$ cat config.mk
export PLATFORM = sky130hd
export DESIGN_NAME = lms_coef_update
export DESIGN_NICKNAME = d
export VERILOG_FILES = /design/src/rtl/lms_coef_update.sv
export SDC_FILE = /design/constraint.sdc
export NUM_CORES = 2
export LEC_CHECK = 0
export BUFFER_PORTS_ARGS = -buffer_cell sky130_fd_sc_hd__buf_2
export CAP_MARGIN = 20
export CORE_MARGIN = 2
export CORE_UTILIZATION = 30
export CTS_BUF_LIST = sky130_fd_sc_hd__clkbuf_8
export CTS_CLUSTER_DIAMETER = 50
export CTS_CLUSTER_SIZE = 12
export DETAILED_ROUTE_END_ITERATION = 12
export GPL_TIMING_DRIVEN = 0
export SYNTH_ARGS = -nofsm -noshare
export SYNTH_HDL_FRONTEND = slang
export SYNTH_SLANG_ARGS = --single-unit
$ cat constraint.sdc
create_clock -name i_clk -period 11.55 [get_ports i_clk]
set_clock_uncertainty 0.1 [all_clocks]
set_input_delay 1.155 -clock i_clk [delete_from_list [all_inputs] [get_ports i_clk]]
set_output_delay 1.155 -clock i_clk [all_outputs]
set_load 0.02 [all_outputs]
$ cat src/rtl/lms_coef_update.sv
// -----------------------------------------------------------------------------
// lms_coef_update
//
// Sign-preserving LMS coefficient adaptation for an N_COEF-tap feed-forward
// equalizer. Each tap keeps a wide signed accumulator. On every enabled sample
// the accumulator moves against the product of the slicer error and the data
// sample that produced it. The product is scaled by a power-of-two step that is
// coarse during acquisition and fine during tracking. The visible coefficient
// is the top COEF_BW bits of the accumulator (7 fraction bits, 1.0 = 128).
//
// The error arrives ERR_DLY enabled samples after its data, so the update for
// tap k pairs i_err with dl[ERR_DLY-1+k].
//
// Ports
//   i_clk     clock; all state updates on the rising edge
//   i_rst     synchronous active-high reset (highest priority)
//   i_en      sample strobe; shifts the delay line and permits an update
//   i_data    signed equalizer input sample (DATA_BW)
//   i_err     signed slicer error, FFE output minus decision (ERR_BW)
//   i_start   leave IDLE and begin acquisition
//   i_freeze  hold coefficients and the update counter (no effect in IDLE)
//   i_clear   reload initial coefficients, clear o_sat, return to IDLE
//   o_coefs   packed taps; tap k at [COEF_BW*(k+1)-1 : COEF_BW*k]
//   o_state   IDLE=0, ACQ=1, TRK=2
//   o_sat     sticky flag: some accumulator was clamped
// -----------------------------------------------------------------------------
module lms_coef_update #(
  parameter int DATA_BW  = 11,
  parameter int ERR_BW   = 11,
  parameter int COEF_BW  = 9,
  parameter int N_COEF   = 7,
  parameter int FRAC_EXT = 12,
  parameter int CENTER   = 3,
  parameter int ERR_DLY  = 2,
  parameter int MU_ACQ   = 8,
  parameter int MU_TRK   = 12,
  parameter int ACQ_LEN  = 1024
) (
  input  logic                       i_clk,
  input  logic                       i_rst,
  input  logic                       i_en,
  input  logic [DATA_BW-1:0]         i_data,
  input  logic [ERR_BW-1:0]          i_err,
  input  logic                       i_start,
  input  logic                       i_freeze,
  input  logic                       i_clear,
  output logic [COEF_BW*N_COEF-1:0]  o_coefs,
  output logic [1:0]                 o_state,
  output logic                       o_sat
);

  localparam int ACC_BW  = COEF_BW + FRAC_EXT;
  localparam int PROD_BW = DATA_BW + ERR_BW;
  // One bit above the wider operand so acc - t never wraps before clamping.
  localparam int SUM_BW  = ((ACC_BW > PROD_BW) ? ACC_BW : PROD_BW) + 1;
  localparam int DL_LEN  = N_COEF + ERR_DLY - 1;

  localparam logic signed [ACC_BW-1:0] ACC_ONE = ACC_BW'(longint'(128) << FRAC_EXT);
  localparam logic signed [ACC_BW-1:0] ACC_MAX = {1'b0, {(ACC_BW-1){1'b1}}};
  localparam logic signed [ACC_BW-1:0] ACC_MIN = {1'b1, {(ACC_BW-1){1'b0}}};
  localparam logic [15:0]              CNT_LAST = 16'(ACQ_LEN - 1);

  typedef enum logic [1:0] {
    ST_IDLE = 2'd0,
    ST_ACQ  = 2'd1,
    ST_TRK  = 2'd2
  } state_t;

  state_t                     state_q, state_d;
  logic [15:0]                cnt_q, cnt_d;
  logic                       sat_q, sat_d;
  logic signed [DATA_BW-1:0]  dl_q  [DL_LEN];
  logic signed [DATA_BW-1:0]  dl_d  [DL_LEN];
  logic signed [ACC_BW-1:0]   acc_q [N_COEF];
  logic signed [ACC_BW-1:0]   acc_d [N_COEF];

  logic signed [PROD_BW-1:0]  prod  [N_COEF];
  logic signed [PROD_BW-1:0]  term  [N_COEF];
  logic signed [SUM_BW-1:0]   diff  [N_COEF];
  logic [7:0]                 mu_sel;
  logic                       do_upd;

  // Per-tap datapath: full-precision product, floor shift, widened difference.
  // dl_q is the pre-shift content, which is what pairs with this edge's error.
  always_comb begin
    mu_sel = (state_q == ST_TRK) ? 8'(MU_TRK) : 8'(MU_ACQ);
    for (int k = 0; k < N_COEF; k++) begin
      prod[k] = $signed(i_err) * dl_q[ERR_DLY-1+k];
      term[k] = prod[k] >>> mu_sel;
      diff[k] = SUM_BW'(acc_q[k]) - SUM_BW'(term[k]);
    end
  end

  assign do_upd = i_en && !i_freeze && !i_clear &&
                  ((state_q == ST_ACQ) || (state_q == ST_TRK));

  always_comb begin
    // NOTE: every variable gets its hold value first, so no path through this
    // block leaves one unassigned and no latch is inferred.
    state_d = state_q;
    cnt_d   = cnt_q;
    sat_d   = sat_q;
    dl_d    = dl_q;
    acc_d   = acc_q;

    // The delay line follows the sample stream in every state.
    if (i_en) begin
      dl_d[0] = $signed(i_data);
      for (int j = 1; j < DL_LEN; j++) dl_d[j] = dl_q[j-1];
    end

    if (do_upd) begin
      for (int k = 0; k < N_COEF; k++) begin
        // In range exactly when the bits from the ACC sign bit upward agree.
        if (diff[k][SUM_BW-1:ACC_BW-1] == {(SUM_BW-ACC_BW+1){diff[k][SUM_BW-1]}}) begin
          acc_d[k] = diff[k][ACC_BW-1:0];
        end else begin
          acc_d[k] = diff[k][SUM_BW-1] ? ACC_MIN : ACC_MAX;
          sat_d    = 1'b1;
        end
      end
    end

    unique case (state_q)
      ST_IDLE: begin
        if (i_start) begin
          state_d = ST_ACQ;
          cnt_d   = '0;
        end
      end
      ST_ACQ: begin
        if (do_upd) begin
          cnt_d = cnt_q + 16'd1;
          // The ACQ_LEN-th update itself still uses MU_ACQ (mu_sel follows state_q).
          if (cnt_q == CNT_LAST) state_d = ST_TRK;
        end
      end
      ST_TRK:  state_d = ST_TRK;
      default: state_d = ST_IDLE;
    endcase

    if (i_clear) begin
      for (int k = 0; k < N_COEF; k++) acc_d[k] = (k == CENTER) ? ACC_ONE : '0;
      state_d = ST_IDLE;
      cnt_d   = '0;
      sat_d   = 1'b0;
    end
  end

  always_ff @(posedge i_clk) begin
    // NOTE: sequential state uses non-blocking assignments so every flop
    // samples the pre-edge values regardless of statement order.
    if (i_rst) begin
      state_q <= ST_IDLE;
      cnt_q   <= '0;
      sat_q   <= 1'b0;
      // NOTE: the delay line and accumulators are register arrays, not RAM;
      // resetting them guarantees that no adaptation survives a reset.
      for (int j = 0; j < DL_LEN; j++) dl_q[j] <= '0;
      for (int k = 0; k < N_COEF; k++) acc_q[k] <= (k == CENTER) ? ACC_ONE : '0;
    end else begin
      state_q <= state_d;
      cnt_q   <= cnt_d;
      sat_q   <= sat_d;
      dl_q    <= dl_d;
      acc_q   <= acc_d;
    end
  end

  for (genvar k = 0; k < N_COEF; k++) begin : g_tap
    assign o_coefs[COEF_BW*k +: COEF_BW] = acc_q[k][ACC_BW-1:FRAC_EXT];
  end

  assign o_state = state_q;
  assign o_sat   = sat_q;

endmodule

After elaboration in Yosys (flattened, before gate mapping)
Cells that the tools add are included.
- register bits: 254
- bits of input ports: 28
- output and inout bits: 66
- word-level logic and storage cells: 95
- add/subtract/negate cells: 8
- multipliers: 7
- eq/ne operators: 14
- shifts and indexed selects: 7
- muxes and demuxes: 29
- reductions and logical operators: 12
- operators by type and width (cell ; count):
    $mux W21 ; 14
    $sub A21 B22 Y23 ; 7
    $mul A11 B11 Y22 ; 7
    $sshr A22 B4 Y22 ; 7
    $mux W16 ; 2
    $pmux W16 S2 ; 1
    $add A16 B1 Y16 const B ; 1
    $eq A16 B10 Y1 const B ; 1
    $eq A2 B2 Y1 ; 7
    $mux W1 ; 7
    $ne A7 B7 Y1 const B ; 1
    $mux W2 ; 3
    $pmux W2 S3 ; 1
    $reduce_and A3 Y1 ; 2
    $ne A2 B2 Y1 const B ; 2
    $logic_and A1 B1 Y1 ; 3
    $mux W3 ; 1
    $eq A2 B1 Y1 const B ; 1
    $eq A2 B2 Y1 const B ; 1
    $logic_not A1 Y1 ; 2
    $logic_not A2 Y1 ; 1
    $ne A2 B1 Y1 const B ; 1
    $reduce_and A2 Y1 ; 1
    $reduce_bool A2 Y1 ; 1
    other kinds (2) ; 2

Depth between registers and ports, before layout
- depth in word-level cells: 12
- depth in mapped cells: 39
- mapped depth without buffers: 35

Least setup slack after synthesis
No wires, ideal clock.
- path type: input-to-reg
- start: input i_err[2]
- end: register acc_q[109] (netlist name)
- library setup time: 0.116 ns
- arrival time: 8.904 ns
- data required time: 11.334 ns
- setup slack: 2.431 ns
- cell stages on the path: 36
- buffers on the path: 5
- cells stage by stage: clkbuf_1 > clkbuf_1 > clkbuf_1 > nand2_1 > fa_1 > fa_1 > inv_1 > fa_1 > fa_1 > inv_1 > fa_1 > inv_1 > ha_1 > nor3_1 > nand4b_1 > and2_1 > a31o_2 > and2_1 > o21a_1 > or2_2 > nand2_1 > nand2_1 > ha_1 > o21a_1 > o31ai_2 > a21oi_1 > a211oi_2 > o31ai_2 > or3_1 > a21boi_1 > or4_4 > o311a_1 > buf_6 > buf_2 > a21oi_1 > nor2_1
- longest elaborated chain between the ends: 5
- elaborated cells between the ends (all ways): 6
- classes of those cells: add/sub (1); mul (1); eq/ne (1); shift (1); mux (2)
- ends and longest elaborated chain (element ; RTL line ; RTL):
    start, declared ; 43 ; input logic [ERR_BW-1:0] i_err,
    $mul A11 B11 Y22 * ; 88 ; prod[k] = $signed(i_err) * dl_q[ERR_DLY-1+k];
    $sshr A22 B4 Y22 * ; 89 ; term[k] = prod[k] >>> mu_sel;
    $sub A21 B22 Y23 * ; 90 ; diff[k] = SUM_BW'(acc_q[k]) - SUM_BW'(term[k]);
    $eq A2 B2 Y1 or $mux W21 (tied branches) ; 115, 118 ;
    $mux W21 * ; 115 ; if (diff[k][SUM_BW-1:ACC_BW-1] == {(SUM_BW-ACC_BW+1){diff[k][SUM_BW-1]}}) begin
    end signal, assigned ; 166 ; acc_q <= acc_d;
    end, declared ; 74 ; logic signed [ACC_BW-1:0] acc_q [N_COEF];
Mark *: on every way between the ends. The rest lies on a longest branch, timed or not.
A chain may end at the register's enable or synchronous reset.

Worst setup path in the final report
- start: input i_err[4]
- end: register acc_q, in the netlist o_coefs[31]
The elaborated chain is that of the path after synthesis.

==> flow_metrics.tcl <==
set metrics [dict create \
    period_minus_slack_ns 10.96 \
    cts.hold.buffers_added 0 \
    synth_nets 7051 \
    relSlewSlack 0.1612 \
    hold_class "register to register" \
    num_rows 148 \
    grt_usage 0.1858 \
    start_kind "input port" \
    hold_viol 0 \
    antenna_found_initial 9 \
    synth_enable_flop_cells 0 \
    layout_setup_ws_ns 0.5908 \
    area.growth.synth_to_final_pct 8.681 \
    power_density_nw_per_um2 54.83 \
    die_w_um 408.2 \
    seq_area_frac_synth 0.1038 \
    grt_max_degree 13 \
    critical_path.slowest_cell "clkbuf_1" \
    finalNetCount 7185 \
    ys_warn_count 0 \
    cellLeakagePower_nw 26.42 \
    cts_sinks 254 \
    wl_per_cell_um 18.98 \
    cp_max_fo 10 \
    seqCellArea_um2 5085 \
    worst_ep_arrival_time_ns 11.46 \
    ys_types 97 \
    yosys-top-cells-area "fa_1, ha_1, dfxtp_1" \
    first_iter_violations 3065 \
    die_area_um2 166600 \
    cts_tree "done" \
    drc_errors 0 \
    synthCells 5792 \
    ys_seq_elements 254 \
    coreArea_um2 162400 \
    setup_violations 0 \
    io_pins 94 \
    final_cell_mix "inv_1, fa_1, nand2_1, ha_1, nor2_1" \
    cts_root_buffer "clkbuf_8" \
    post_cts_buffers 0 \
    port_buffers 80 \
    netlist.area_leader.share 0.3317 \
    drive_gt1_frac 0.05200 \
    htree_levels 2 \
    final_common_cell "inv_1" \
    critPathKind "input port to register" \
    multi_input_area_um2 38310 \
    crit_path_end_kind "register" \
    maxCapViolations 0 \
    hpwl_um 127500 \
    first_global_vias 39650 \
    required_ns 12.05 \
    cts_max_path_buffers 3 \
    synth-main-ff-cell "dfxtp_1" \
    rsz0062_at_grt "no" \
    fin_crit_sh 0.9488 \
    finalMaxSlewViolations 0 \
    grt_pass1_wl_um 239300 \
    die_h_um 408.2 \
    routabilityCongestion 0.9355 \
    async_flop_share 0 \
    vias_per_cell 4.886 \
    fmax_mhz 91.25 \
    yosysTopAreaCell "fa_1" \
    wl_um 154500 \
    cts_resized 0 \
    vias 39770 \
    numCtsBuffers 44 \
    netlist_area_um2 49000 \
    path_clk_slew_ns 0.08 \
    crit_path_frequent_cell "fa_1" \
    dpl_worst_slack_ns -0.07735 \
    ir_worst_vdd_uv 66.20 \
    tightest_slew_ns 1.258 \
    nFillCells 17080 \
    syn_area_per_cell_um2 8.461 \
    globalRouteOverflowTotal 0 \
    dr.pass1.iters 7 \
    insertion_delay_ns 0.71 \
    cpPeakStageDelay_ns 0.81 \
    status "finished, final reports clean" \
    floorplan.initialDensity 0.3017 \
    utilization 0.3279 \
    ant_nets 0 \
]
critical path: cells and delay by family:
family / cells / cell delay (ns)
compound gates: 12 / 3.63
fa+ha+maj: 7 / 2.91
buf+inv: 6 / 1.96
simple gates: 7 / 1.07
mux: 1 / 0.38
xor+xnor: 1 / 0.34
cells by family (layout without fill, tap and decap cells):
logic type,count (synthesis),in the layout,share of synthesized area
other,0,3,0
flip-flops,254,254,0.1038
AO/OA/AOI/OAI,845,845,0.1110
buffers and inverters,1417,1586,0.1145
multiplexers,127,127,0.02604
XOR/XNOR,226,226,0.04070
AND/OR/NAND/NOR,1692,1692,0.1654
adder cells (fa/ha/maj),1231,1231,0.4387
report_power, final:
group	switching (mW)	internal, mW
Sequential	0.00906	0.884
Clock	0.524	0.475
Combinational	0.659	0.369
sequential cells by signal, summed over array words and instances, names as in the netlist:
name	flops
dl_q	88
cnt_q	16
o_coefs	63
o_sat	1
acc_q	84
o_state	2
per-layer routing:
layer / global-route usage / up-vias / wire [um]
met5: 0 / - / 8
met2: 0.3081 / 1198 / 72870
met4: 0.06456 / 2 / 6238
met1: 0.2488 / 19900 / 66040
li1: - / 18440 / -
met3: 0.02273 / 232 / 9298
final timing paths:
path / start / end / slack, ns / cells after the start
setup reg to reg: dl_q[57]$_SDFFE_PP0P_ / acc_q[111]$_SDFFE_PP0P_ / 1.79 / 33
setup / recovery: i_err[4] / o_coefs[31]$_SDFFE_PP0P_ / 0.59 / 34
hold / removal: acc_q[105]$_SDFFE_PP0P_ / acc_q[105]$_SDFFE_PP0P_ / 0.38 / 2
hold reg to reg: acc_q[105]$_SDFFE_PP0P_ / acc_q[105]$_SDFFE_PP0P_ / 0.38 / 2
metrics by stage:
step | total power, mW | hold WS [ns] | cell area [um2] | TNS (ns) | cells
after global placement | 1.911 | 0.3604 | 52130 | -0.1358 | 8047
after CTS | 2.938 | 0.3794 | 53230 | 0 | 8135
final | 2.920 | 0.3803 | 53260 | 0 | 8139
after floorplan | 1.624 | 0.3362 | 49000 | 0 | 5792
after global routing | 3.077 | 0.3952 | 53250 | 0 | 8137
after detailed placement | 1.925 | 0.3687 | 52240 | -0.7947 | 8054
layout make-up:
type,count,area share
diodes,3,0.0001410
clock inverters,34,0.006484
multi-input cells,4121,0.7193
inverters,1074,0.07570
well taps,2175,0.05110
plain buffers,343,0.02963
clock buffers,47,0.01215
flip-flops and latches,254,0.09548
repair buffers,88,0.01001
cell usage after synthesis, drive strengths merged, types with 20 or more instances:
cell type	number
nand4	20
xor2	67
inv	1068
nor2	407
o21ai	197
fa	812
o21a	66
a21oi	286
nand2	560
a211oi	37
or3	36
a21o	59
ha	419
and2	357
and3	39
nor3	63
nand3	59
dfxtp	254
nor2b	34
clkbuf	245
a31oi	30
buf	98
mux2i	123
xnor2	159
nand2b	46
Note: power is estimated with default switching activity, not from simulation.
